==> config.mk <==
export PLATFORM = sky130hd
export DESIGN_NAME = l1_mmu_responder_flat
export DESIGN_NICKNAME = d
export VERILOG_FILES = /design/src/rtl/l1_mmu_responder_if.sv /design/src/rtl/l1_mmu_responder.sv /design/src/flat_wrapper.sv
export SDC_FILE = /design/constraint.sdc
export NUM_CORES = 1
export LEC_CHECK = 0
export CAP_MARGIN = 5
export CORE_MARGIN = 2
export CORE_UTILIZATION = 47
export CTS_CLUSTER_SIZE = 14
export DETAILED_ROUTE_END_ITERATION = 10
export GPL_TIMING_DRIVEN = 1
export PLACE_DENSITY = 0.83
export SYNTH_ARGS = -nofsm -noshare
export SYNTH_HDL_FRONTEND = slang
export SYNTH_SLANG_ARGS = --single-unit
==> constraint.sdc <==
create_clock -name sys_clk -period 17.2 [get_ports sys_clk]
set_clock_uncertainty 0.1 [all_clocks]
set_input_delay 4.3 -clock sys_clk [delete_from_list [all_inputs] [get_ports sys_clk]]
set_output_delay 4.3 -clock sys_clk [all_outputs]
set_load 0.02 [all_outputs]
==> src/rtl/l1_mmu_responder_if.sv <==
// L1 <-> MMU line-fill bus plus the MMU's word port to backing memory.
// Latency: none (wires only).
// Backpressure: memory side uses mem_req held until mem_ack; L1 side holds req_read until done.
interface l1_mmu_responder_if;
  // L1 request / response
  logic         l1_mmu_req_read;
  logic [31:0]  l1_mmu_req_addr;
  logic         mmu_l1_done;
  logic [255:0] mmu_l1_read_data;
  // Backing memory word port
  logic         mem_req;
  logic [31:0]  mem_addr;
  logic         mem_ack;
  logic [31:0]  mem_rdata;
  // Statistics
  logic [31:0]  fill_count;

  // Responder side (the MMU)
  modport slave (
    input  l1_mmu_req_read, l1_mmu_req_addr, mem_ack, mem_rdata,
    output mmu_l1_done, mmu_l1_read_data, mem_req, mem_addr, fill_count
  );

  // Requester / memory-model side (L1 and backing store)
  modport master (
    output l1_mmu_req_read, l1_mmu_req_addr, mem_ack, mem_rdata,
    input  mmu_l1_done, mmu_l1_read_data, mem_req, mem_addr, fill_count
  );
endinterface

==> src/rtl/l1_mmu_responder.sv <==
// Serves L1 line fills (8 x 32-bit beats) and single-word MMIO reads from a word-wide memory.
// Latency: line = accept + 8 beats + 1 cycles, MMIO = 3 cycles, with mem_ack permanently high.
// Backpressure: mem_req/mem_addr hold until mem_ack; done holds until L1 drops req_read.
module l1_mmu_responder #(
  parameter logic [15:0] MMIO_HI = 16'hFFFF,
  parameter int unsigned BEATS   = 8
) (
  input  logic                sys_clk,
  input  logic                rst,
  l1_mmu_responder_if.slave   bus
);

  // Beat counter is 3 bits wide: the line is always 8 words of 32 bits.
  localparam logic [2:0] LAST_BEAT = 3'(BEATS - 1);

  typedef enum logic [2:0] {
    IDLE  = 3'd0,
    FETCH = 3'd1,
    MMIO  = 3'd2,
    DONE  = 3'd3,
    DRAIN = 3'd4
  } state_t;

  state_t        state_q;
  state_t        state_d;
  logic [2:0]    beat_q;
  logic [2:0]    beat_d;
  logic [31:2]   addr_q;        // only word address bits are ever used
  logic [255:0]  line_q;
  logic [31:0]   fill_cnt_q;
  logic [31:0]   mem_addr_d;

  logic          addr_ld;       // latch request address on accept
  logic          beat_wr;       // store mem_rdata into word[beat]
  logic          mmio_wr;       // replace whole line with zero-extended MMIO word
  logic          fill_inc;      // a full line fill just completed

  logic          is_mmio;
  assign is_mmio = (bus.l1_mmu_req_addr[31:16] == MMIO_HI);

  // State and beat counter registers; reset parks the FSM in IDLE.
  always_ff @(posedge sys_clk or posedge rst) begin
    if (rst) begin
      state_q <= IDLE;
      beat_q  <= 3'd0;
    end else begin
      state_q <= state_d;
      beat_q  <= beat_d;
    end
  end

  // Next-state logic and datapath strobes. Dropping req_read mid-transfer
  // wins over a same-cycle ack so a partial line is never completed.
  always_comb begin
    state_d  = state_q;
    beat_d   = beat_q;
    addr_ld  = 1'b0;
    beat_wr  = 1'b0;
    mmio_wr  = 1'b0;
    fill_inc = 1'b0;
    case (state_q)
      IDLE: begin
        if (bus.l1_mmu_req_read) begin
          addr_ld = 1'b1;
          beat_d  = 3'd0;
          state_d = is_mmio ? MMIO : FETCH;
        end
      end
      FETCH: begin
        if (!bus.l1_mmu_req_read) begin
          state_d = DRAIN;
        end else if (bus.mem_ack) begin
          beat_wr = 1'b1;
          beat_d  = beat_q + 3'd1;
          if (beat_q == LAST_BEAT) begin
            fill_inc = 1'b1;
            state_d  = DONE;
          end
        end
      end
      MMIO: begin
        if (!bus.l1_mmu_req_read) begin
          state_d = DRAIN;
        end else if (bus.mem_ack) begin
          mmio_wr = 1'b1;
          state_d = DONE;
        end
      end
      DONE: begin
        if (!bus.l1_mmu_req_read) begin
          state_d = IDLE;
        end
      end
      DRAIN: begin
        state_d = IDLE;
      end
      default: begin
        state_d = IDLE;
      end
    endcase
  end

  // Address latch, line buffer and fill counter.
  always_ff @(posedge sys_clk or posedge rst) begin
    if (rst) begin
      addr_q     <= '0;
      line_q     <= '0;
      fill_cnt_q <= '0;
    end else begin
      if (addr_ld) begin
        addr_q <= bus.l1_mmu_req_addr[31:2];
      end
      if (beat_wr) begin
        line_q[{beat_q, 5'b00000} +: 32] <= bus.mem_rdata;
      end else if (mmio_wr) begin
        line_q <= {224'b0, bus.mem_rdata};
      end
      if (fill_inc) begin
        fill_cnt_q <= fill_cnt_q + 32'd1;
      end
    end
  end

  // Memory address decode from state; zero whenever no request is outstanding.
  always_comb begin
    mem_addr_d = '0;
    case (state_q)
      FETCH:   mem_addr_d = {addr_q[31:5], beat_q, 2'b00};
      MMIO:    mem_addr_d = {addr_q, 2'b00};
      default: mem_addr_d = '0;
    endcase
  end

  // Outputs derive from registered state, so reset clears them immediately.
  assign bus.mem_req          = (state_q == FETCH) || (state_q == MMIO);
  assign bus.mem_addr         = mem_addr_d;
  assign bus.mmu_l1_done      = (state_q == DONE);
  assign bus.mmu_l1_read_data = line_q;
  assign bus.fill_count       = fill_cnt_q;

endmodule

==> src/flat_wrapper.sv <==
// flat-port wrapper written by rule: the top's interface ports become plain ports
module l1_mmu_responder_flat 
#(
  parameter logic [15:0] MMIO_HI = 16'hFFFF,
  parameter int unsigned BEATS   = 8
)
  (sys_clk, rst, bus_l1_mmu_req_read, bus_l1_mmu_req_addr, bus_mem_ack, bus_mem_rdata, bus_mmu_l1_done, bus_mmu_l1_read_data, bus_mem_req, bus_mem_addr, bus_fill_count);
  l1_mmu_responder_if bus_i ();
  input  logic sys_clk;
  input  logic rst;
  input wire logic [$bits(bus_i.l1_mmu_req_read)-1:0] bus_l1_mmu_req_read;
  input wire logic [$bits(bus_i.l1_mmu_req_addr)-1:0] bus_l1_mmu_req_addr;
  input wire logic [$bits(bus_i.mem_ack)-1:0] bus_mem_ack;
  input wire logic [$bits(bus_i.mem_rdata)-1:0] bus_mem_rdata;
  output wire logic [$bits(bus_i.mmu_l1_done)-1:0] bus_mmu_l1_done;
  output wire logic [$bits(bus_i.mmu_l1_read_data)-1:0] bus_mmu_l1_read_data;
  output wire logic [$bits(bus_i.mem_req)-1:0] bus_mem_req;
  output wire logic [$bits(bus_i.mem_addr)-1:0] bus_mem_addr;
  output wire logic [$bits(bus_i.fill_count)-1:0] bus_fill_count;
  assign bus_i.l1_mmu_req_read = bus_l1_mmu_req_read;
  assign bus_i.l1_mmu_req_addr = bus_l1_mmu_req_addr;
  assign bus_i.mem_ack = bus_mem_ack;
  assign bus_i.mem_rdata = bus_mem_rdata;
  assign bus_mmu_l1_done = bus_i.mmu_l1_done;
  assign bus_mmu_l1_read_data = bus_i.mmu_l1_read_data;
  assign bus_mem_req = bus_i.mem_req;
  assign bus_mem_addr = bus_i.mem_addr;
  assign bus_fill_count = bus_i.fill_count;
  l1_mmu_responder #(.MMIO_HI(MMIO_HI), .BEATS(BEATS)) u_core (.sys_clk(sys_clk), .rst(rst), .bus(bus_i));
endmodule
* Yosys cells after proc, flatten, opt, wreduce, memory -nomap -nowiden
Index checks and enable logic that the tools add are counted.
** Storage, ports and cells
- Flip-flop bits (word level) :: 324
- Bits of input ports :: 68
- Output and inout bits :: 322
- Word-level logic and storage cells :: 55
** Operators by class
- Add/subtract/negate cells :: 3
- Equal/unequal tests :: 12
- Shift-type cells :: 2
- Multiplexer cells :: 27
- Reductions and logical operators :: 6
** Operators with widths (number)
- $mux 256 :: 2
- $bwmux 256 :: 1
- $shift 32x10->256 const A :: 1
- $shiftx 32x10->256 :: 1
- $pmux 32 s2 :: 1
- $add 32x1->32 const B :: 1
- $mux 3 :: 10
- $eq 16x16->1 const B :: 1
- $pmux 3 s4 :: 1
- $mux 1 :: 10
- $neg 8->10 :: 1
- $ne 2x2->1 const B :: 4
- $eq 3x2->1 const B :: 2
- $ne 3x3->1 const B :: 2
- $pmux 3 s2 :: 1
- $reduce_and 5->1 :: 1
- $reduce_and 4->1 :: 1
- $reduce_bool 2->1 :: 2
- $add 3x1->3 const B :: 1
- $eq 3x1->1 const B :: 1
- $eq 3x3->1 const B :: 1
- $logic_not 3->1 :: 1
- $ne 3x2->1 const B :: 1
- $mux 2 :: 1
- $logic_or 1x1->1 :: 1

* Logic depth before layout (Yosys ltp)
Gate-level depths: netlist of the first run.
- Depth after elaboration :: 5
- Gate-level depth with buffers :: 9
- Depth with buffers taken out :: 7

* Least setup slack after synthesis of the first run
OpenSTA, ideal clock, no wires.
- Path kind :: reg-to-output
- From :: register u_core.state_q[0]
- To :: output port bus_mem_addr[10]
- Arrival :: 1539 ps
- Required time :: 12800 ps
- Slack :: 11261 ps
- Stages on the path, launching flop included :: 7
- Path buffers :: 3
- Cell sequence :: dfrtp_1 clkbuf_2 nor2b_1 o21ba_2 clkbuf_1 clkbuf_1 and2_1
** Between the ends
- Word-level cells in the longest chain between the ends :: 2
- Elaborated cells on any way between the ends :: 3
- Classes of those cells :: 2 x eq/ne; 1 x mux
** Ends and longest elaborated chain
- start, declared :: RTL line l1_mmu_responder.sv:24 : state_t state_q;
- start signal, assigned :: RTL line l1_mmu_responder.sv:47 : state_q <= state_d;
- $eq 3x2->1 or $eq 3x1->1 (tied branches) :: RTL line l1_mmu_responder.sv:127 : case (state_q)
- $pmux 32 s2 (*) :: RTL line l1_mmu_responder.sv:127
- end, declared :: RTL line flat_wrapper.sv:18 : output wire logic [$bits(bus_i.mem_addr)-1:0] bus_mem_addr;
Mark *: on every way between the ends. The rest lies on a longest branch, timed or not.

* Worst setup path in the final report of the first run
- From :: register u_core.state_q[1]
- To :: output port bus_mem_addr[14]
Same word-level chain as after synthesis.

==> metrics.md, run 1 <==
| Metric | Value |
|---|---|
| RSZ-0062 raised after global routing | `false` |
| Number of global-route vias before repair | `10.6k` |
| Filler Cells Inserted | `2109` |
| Pleak | `7.82 nW` |
| Mapped Area | `13100 um2` |
| Min-Delay Startpoint | `u_core.bus.fill_count[26]` |
| Ranking of synthesized cells by area | `dfrtp_1 (62%), nand2_1 (7.9%), o21ai_0 (7.5%)` |
| Buffers on Ports | `385` |
| Area fraction of the dominant cell type after synthesis | `61.7%` |
| Post-Syn Instances | `1250` |
| Routed len/inst | `19.7 um` |
| Status | `complete, no violations` |
| Crit-path max FO | `29` |
| Period Utilization, post-route | `41.1%` |
| DP HPWL | `27300 um` |
| Setup Buffers After CTS | `0` |
| Crit-path leading delay family | `buffers and inverters` |
| Fin. Hold Viols | `0` |
| Nature of the critical path startpoint | `register` |
| Most common cell in the synthesized netlist | `dfrtp_1` |
| Endpoints failing setup | `0` |
| CTS buffer count | `35` |
| First-pass GRT wire length | `59800 um` |
| Post-synth EDFFs | `0` |
| Initial antenna violation count | `1` |
| Starting DRT DRC Count | `846` |
| Die W | `171 um` |
| Placed insts | `1934` |
| Site row count | `61` |
| Worst Path Required | `12.80 ns` |
| GP Congestion | `0.871` |
| Crit path cell chain | `nor2b_1, o21ba_2, and2_1, clkdlybuf4s50_1` |
| Sequential element share of the synthesized area | `61.7%` |
| Worst-case clock buffer depth | `3` |
| Die Height | `171 um` |
| Clock power frac | `39.1%` |
| Reg-to-Reg Start | `u_core.beat_q[0]` |
| Post-route met1 wirelength | `15400 um` |
| Synth Warn # | `0` |
| Final slew viol count | `0` |
| Clock sinks | `324` |
| # diodes | `0` |
| Largest net degree at the start of global routing | `118` |
| Period minus WS final | `7.06 ns` |
| Internal power | `1.44 mW` |
| Main flop type after synthesis | `dfrtp_1` |
| HP Class | `reg2reg` |
| Initial Utilization | `47.6%` |
| Setup Total Neg Slack | `0 ns` |
| Post-synth top area cell | `dfrtp_1` |
| Worst-path clk slew | `0.06 ns` |
| Combinational share of power | `16.8%` |
| Post-DRT Antenna Nets | `0` |
| Gr ovfl total | `0` |
| Worst-skew pair later-pin latency | `0.50 ns` |
| Clock tree root buffer cell | `clkbuf_16` |
| DR pass1 iterations | `5` |
| Seq pwr share | `44.1%` |
| CP Buf/Inv Count | `1` |
| Nets | `1667` |
| CP endpoint kind | `output pin` |
| CORE AREA | `27600 um2` |
| # DRC | `0` |
| Switching Share | `25.9%` |
| Highest routed layer | `met4` |
| Critical Path AT | `2.66 ns` |
| Sw Pwr | `0.504 mW` |
| Wire length on met2 | `18600 um` |
| Post-CTS sizing | `0` |
| Hold Buf Count CTS | `0` |
| Final Non-Filler Cells | `1995` |
| CTS H-tree depth | `2` |
| Total GRT Usage | `26.4%` |
| CTS tree | `built` |
| Relative max-transition margin | `23.5%` |
| Die Footprint | `29300 um2` |
| Area grow syn2layout | `39.3%` |
| Top cells by count, synth | `dfrtp_1 (324), nand2_1 (278), o21ai_0 (198), nand3_1 (142), mux2_2 (62)` |
| Met3 wire len | `3400 um` |
| Critical-path top delay cell | `clkdlybuf4s50_1` |
| CP startpoint | `u_core.state_q[1]` |
| Crit Path Class | `reg2out` |
| Async set-reset flop share out of synthesis | `100%` |
| Tightest Pin Transition | `1.14 ns` |
| Critical path's largest stage delay | `0.61 ns` |
| Total number of vias | `10.8k` |
| Via density | `5.39` |
| Share of layout cells above drive strength 1 | `8.84%` |
| Peak VDD IR | `0.0881 mV` |
| IO Count | `390` |
| Core Util, Final | `66.3%` |
| Peak Freq | `142 MHz` |
| Maximum Capacitance Violations | `0` |
| Synth cell types | `47` |
| Syn avg cell area | `10.5 um2` |
| Routed WL | `39300 um` |
| Synthesized flop and latch total | `324` |
| Power Dens Cells | `106 nW/um2` |
-- path summary, 6_finish.rpt --
path | to | slack [ns] | depth (start not counted)
setup / recovery | bus_mem_addr[14] | 10.14 | 4
hold / removal | u_core.bus.fill_count[26] | 0.39 | 1
setup reg to reg | u_core.bus.mmu_l1_read_data[205] | 13.78 | 8
hold reg to reg | u_core.bus.fill_count[26] | 0.39 | 1
max in group asynchronous | u_core.bus.mmu_l1_read_data[7] | 10.67 | 4
min in group asynchronous | u_core.bus.mmu_l1_read_data[148] | 4.28 | 2
-- through the flow --
step | power (mW) | hold WS, ns | instance area, um2 | setup slack, ns
2_1_floorplan | 1.03 | 0.372 | 13100 | 3.83
3_3_place_gp | 1.19 | 0.362 | 17100 | 9.99
3_5_place_dp | 1.20 | 0.379 | 17100 | 9.95
4_1_cts | 1.96 | 0.390 | 18300 | 10.09
5_1_grt | 2.01 | 0.414 | 18300 | 9.93
6_report | 1.94 | 0.388 | 18300 | 10.14
-- power by group through the flow --
stage                     clock network, mW  logic [mW]  registers (mW)
after floorplan                           0       0.102           0.925
after global placement                    0       0.323           0.866
after detailed placement                  0       0.328           0.871
after CTS                             0.771       0.330           0.857
after global routing                  0.803       0.347           0.865
final                                 0.760       0.328           0.858
-- cell families (layout without fill, tap and decap cells) --
family                   Yosys count  after routing  synth area share (%)
buffers and inverters             98            464                  3.55
other                              1              2                0.0285
XOR/XNOR                          31             31                  2.07
adder cells (fa/ha/maj)            6              6                 0.571
AO/OA/AOI/OAI                    210            210                  8.33
AND/OR/NAND/NOR                  516            516                  18.3
multiplexers                      64             64                  5.48
flip-flops                       324            324                  61.7
-- registers in the layout (all words and copies together), names as in the netlist --
signal,count
u_core.bus.fill_count,32
u_core.state_q,3
u_core.bus.mmu_l1_read_data,256
u_core.addr_q,30
u_core.beat_q,3
-- worst reg2reg max path: stages (launching register included) --
cell and delay, ns:
dfrtp_1 0.33, buf_4 0.40, inv_1 0.12, ha_1 0.25, ha_1 0.25, nor4b_1 0.43
nor3b_4 0.73, buf_4 0.48, o21ai_0 0.19
-- layout make-up --
class | instances | area (um2) | area share (%)
Inverter | 8 | 37.5 | 0.205
Sequential cell | 324 | 8110 | 44.3
Clock buffer | 51 | 1030 | 5.61
Timing Repair Buffer | 395 | 3930 | 21.5
Multi-Input combinational cell | 829 | 4590 | 25.1
Tap cell | 378 | 473 | 2.58
Clock inverter | 10 | 144 | 0.786
-- layer usage --
metal / track usage (%) / vias up
li1: - / 4890
met1: 33.5 / 5281
met2: 42.9 / 477
met3: 7.02 / 110
met4: 11.5 / 0
met5: 0 / -
-- cells in the final DEF, fill, tap and decap left out, types with 6 or more instances in the layout --
| cell type | n |
|---|---|
| mux2_2 | 62 |
| clkbuf_16 | 36 |
| xor2_1 | 7 |
| buf_4 | 10 |
| ha_1 | 6 |
| nor2_1 | 18 |
| inv_1 | 7 |
| clkbuf_1 | 8 |
| dfrtp_1 | 324 |
| nand3_1 | 142 |
| clkdlybuf4s50_1 | 385 |
| nand2_1 | 278 |
| nand4_1 | 12 |
| and3_1 | 8 |
| and2_1 | 29 |
| o21ai_0 | 198 |
| xnor2_1 | 24 |
| clkbuf_8 | 7 |
No activity file was read; power rests on OpenSTA's default activity.
==> run 2, diff against run 1 <==
Clock period 17.2 ns to 6.75 ns, I/O delays scaled along.
==> metrics.md, run 2 (synthesis gave the netlist of run 1 again) <==
| Metric | Value |
|---|---|
| HP Class | `reg2reg (unchanged)` |
| CTS H-tree depth | `2 (unchanged)` |
| Setup Total Neg Slack | `0 ns (unchanged)` |
| Hold Buf Count CTS | `0 (unchanged)` |
| Busiest layer in global routing | `met2 (unchanged)` |
| R2r setup slk | `2.96 ns (was 13.78 ns)` |
| Period Utilization, post-route | `66.6%` |
| Power Dens Cells | `271 nW/um2 (was 106 nW/um2)` |
| Last element of the critical path | `bus_mem_addr[24] (was bus_mem_addr[14])` |
| Peak Freq | `222 MHz` |
| Commonest non-fill, non-tap cell in the layout | `clkdlybuf4s50_1 (unchanged)` |
| GP Congestion | `0.864 (was 0.871)` |
| Maximum Capacitance Violations | `0 (unchanged)` |
| Endpoints failing setup | `0 (unchanged)` |
| CTS tree | `built (unchanged)` |
| Footprint of the multi-input gates | `4590 um2 (unchanged)` |
| Site row count | `61 (unchanged)` |
| Critical Path AT | `2.71 ns (was 2.66 ns)` |
| Setup Buffers After CTS | `0 (unchanged)` |
| DP HPWL | `27100 um (was 27300 um)` |
| Worst R2R Path Depth | `8 (unchanged)` |
| Worst-case clock buffer depth | `3 (unchanged)` |
| Total number of vias | `10.7k (was 10.8k)` |
| Most frequent cells in the layout | `clkdlybuf4s50_1 (385), dfrtp_1 (324), nand2_1 (278) (unchanged)` |
| RSZ-0062 raised after global routing | `false (unchanged)` |
| Period minus WS final | `4.49 ns` |
| Met1 usage | `34.2% (was 33.5%)` |
| Crit Path Class | `reg2out (unchanged)` |
| Post-DRT Antenna Nets | `0 (unchanged)` |
| Number of flip-flops in the largest register | `256 (unchanged)` |
| Reg-to-Reg Start | `u_core.beat_q[0] (unchanged)` |
| Number of global-route vias before repair | `10.5k (was 10.6k)` |
| GR Util met2 | `42.3% (was 42.9%)` |
| Post-CTS sizing | `0 (unchanged)` |
| Die W | `171 um (unchanged)` |
| Routed len/inst | `19.6 um (was 19.7 um)` |
| Nature of the critical path startpoint | `register (unchanged)` |
| Starting DRT DRC Count | `955 (was 846)` |
| Peak VDD IR | `0.235 mV (was 0.0881 mV)` |
| First-pass GRT wire length | `59300 um (was 59800 um)` |
| Initial antenna violation count | `0 (was 1)` |
| # diodes | `0 (unchanged)` |
| Buffers on Ports | `385 (unchanged)` |
| Clock sinks | `324 (unchanged)` |
| # DRC | `0 (unchanged)` |
| Fin. Hold Viols | `0 (unchanged)` |
| Total GRT Usage | `26.2% (was 26.4%)` |
| Crit-path max FO | `29 (unchanged)` |
| Cell depth of the worst hold path | `1 (unchanged)` |
| Clock tree root buffer cell | `clkbuf_16 (unchanged)` |
| GR Util met3 | `6.93% (was 7.02%)` |
| Storage cell area | `8110 um2 (unchanged)` |
| Die Height | `171 um (unchanged)` |
| Core Util, Final | `66.3% (about the same)` |
| Pleak | `7.81 nW (was 7.82 nW)` |
| Filler Cells Inserted | `2149 (was 2109)` |
| Nets | `1667 (unchanged)` |
| CP endpoint kind | `output pin (unchanged)` |
| Worst-skew pair later-pin latency | `0.51 ns (was 0.50 ns)` |
| Largest net degree at the start of global routing | `225 (was 118)` |
| Tightest Pin Transition | `1.21 ns (was 1.14 ns)` |
| Die Footprint | `29300 um2 (unchanged)` |
| CORE AREA | `27600 um2 (unchanged)` |
| Area grow syn2layout | `39.4% (was 39.3%)` |
| CP startpoint | `u_core.state_q[1] (unchanged)` |
| Routed WL | `39000 um (was 39300 um)` |
| Worst r2r dst | `u_core.bus.mmu_l1_read_data[143] (was u_core.bus.mmu_l1_read_data[205])` |
| DR pass1 iterations | `6 (was 5)` |
| Status | `complete, no violations (unchanged)` |
| Relative max-transition margin | `19.4% (was 23.5%)` |
| Initial Utilization | `47.6% (unchanged)` |
| Final slew viol count | `0 (unchanged)` |
| IO Count | `390 (unchanged)` |
| Via density | `5.36 (was 5.39)` |
| Gr ovfl total | `0 (unchanged)` |
| CTS buffer count | `35 (unchanged)` |
| Share of layout cells above drive strength 1 | `8.79% (was 8.84%)` |
| Worst Path Required | `4.96 ns (was 12.80 ns)` |
| Worst-path clk slew | `0.06 ns (about the same)` |
[run 2: cell count changes in the layout (fill, tap and decap cells not counted), sizes merged]
cell / change
clkbuf: -1
inv: -2
clkinvlp: +2
[run 2: critical path, stage by stage (launching register included)]
cell and delay, ns:
dfrtp_1 0.50, nor2b_1 0.36, o21ba_2 0.50, and2_1 0.22
clkdlybuf4s50_1 0.62
[run 2: metal layers]
layer / share of wire [%] / vias to the layer above
li1: - / 4906
met1: 40 / 5218
met2: 47 / 480
met3: 8.8 / 90
met4: 3.7 / 0
met5: 0 / -
[run 2: how the worst min path moves through the flow]
stage | start | endpoint | slack [ns]
2_1_floorplan | u_core.addr_q[10] | u_core.addr_q[10] | 0.37
3_3_place_gp | u_core.bus.fill_count[31] | u_core.bus.fill_count[31] | 0.36
3_5_place_dp | u_core.bus.fill_count[31] | u_core.bus.fill_count[31] | 0.37
4_1_cts | u_core.bus.fill_count[31] | u_core.bus.fill_count[31] | 0.37
5_1_grt | u_core.bus.fill_count[31] | u_core.bus.fill_count[31] | 0.39
6_report | u_core.bus.fill_count[31] | u_core.bus.fill_count[31] | 0.37
[run 2: power breakdown]
part	switching, mW	internal, mW	leakage, nW
sequential	0.0883	2.10	4.39
combinational	0.432	0.400	2.86
clock	0.768	1.17	0.568
[run 2: cell type report]
class / instances / area share (%)
multi-input cells: 829 / 25.1
flip-flops and latches: 324 / 44.3
inverters: 8 / 0.184
clock inverters: 10 / 0.738
well taps: 378 / 2.58
clock buffers: 50 / 5.59
repair buffers: 395 / 21.6
[run 2: through the flow]
step,hold slack [ns],instances,total power [mW],worst slack [ns],instance area [um2]
after floorplan,0.372,1251,2.62,0.640,13100
after global placement,0.363,1934,3.03,2.24,17200
after detailed placement,0.366,1934,3.06,2.14,17200
after CTS,0.374,1994,4.99,2.22,18300
after global routing,0.386,1994,5.13,2.09,18300
final,0.373,1994,4.96,2.26,18300
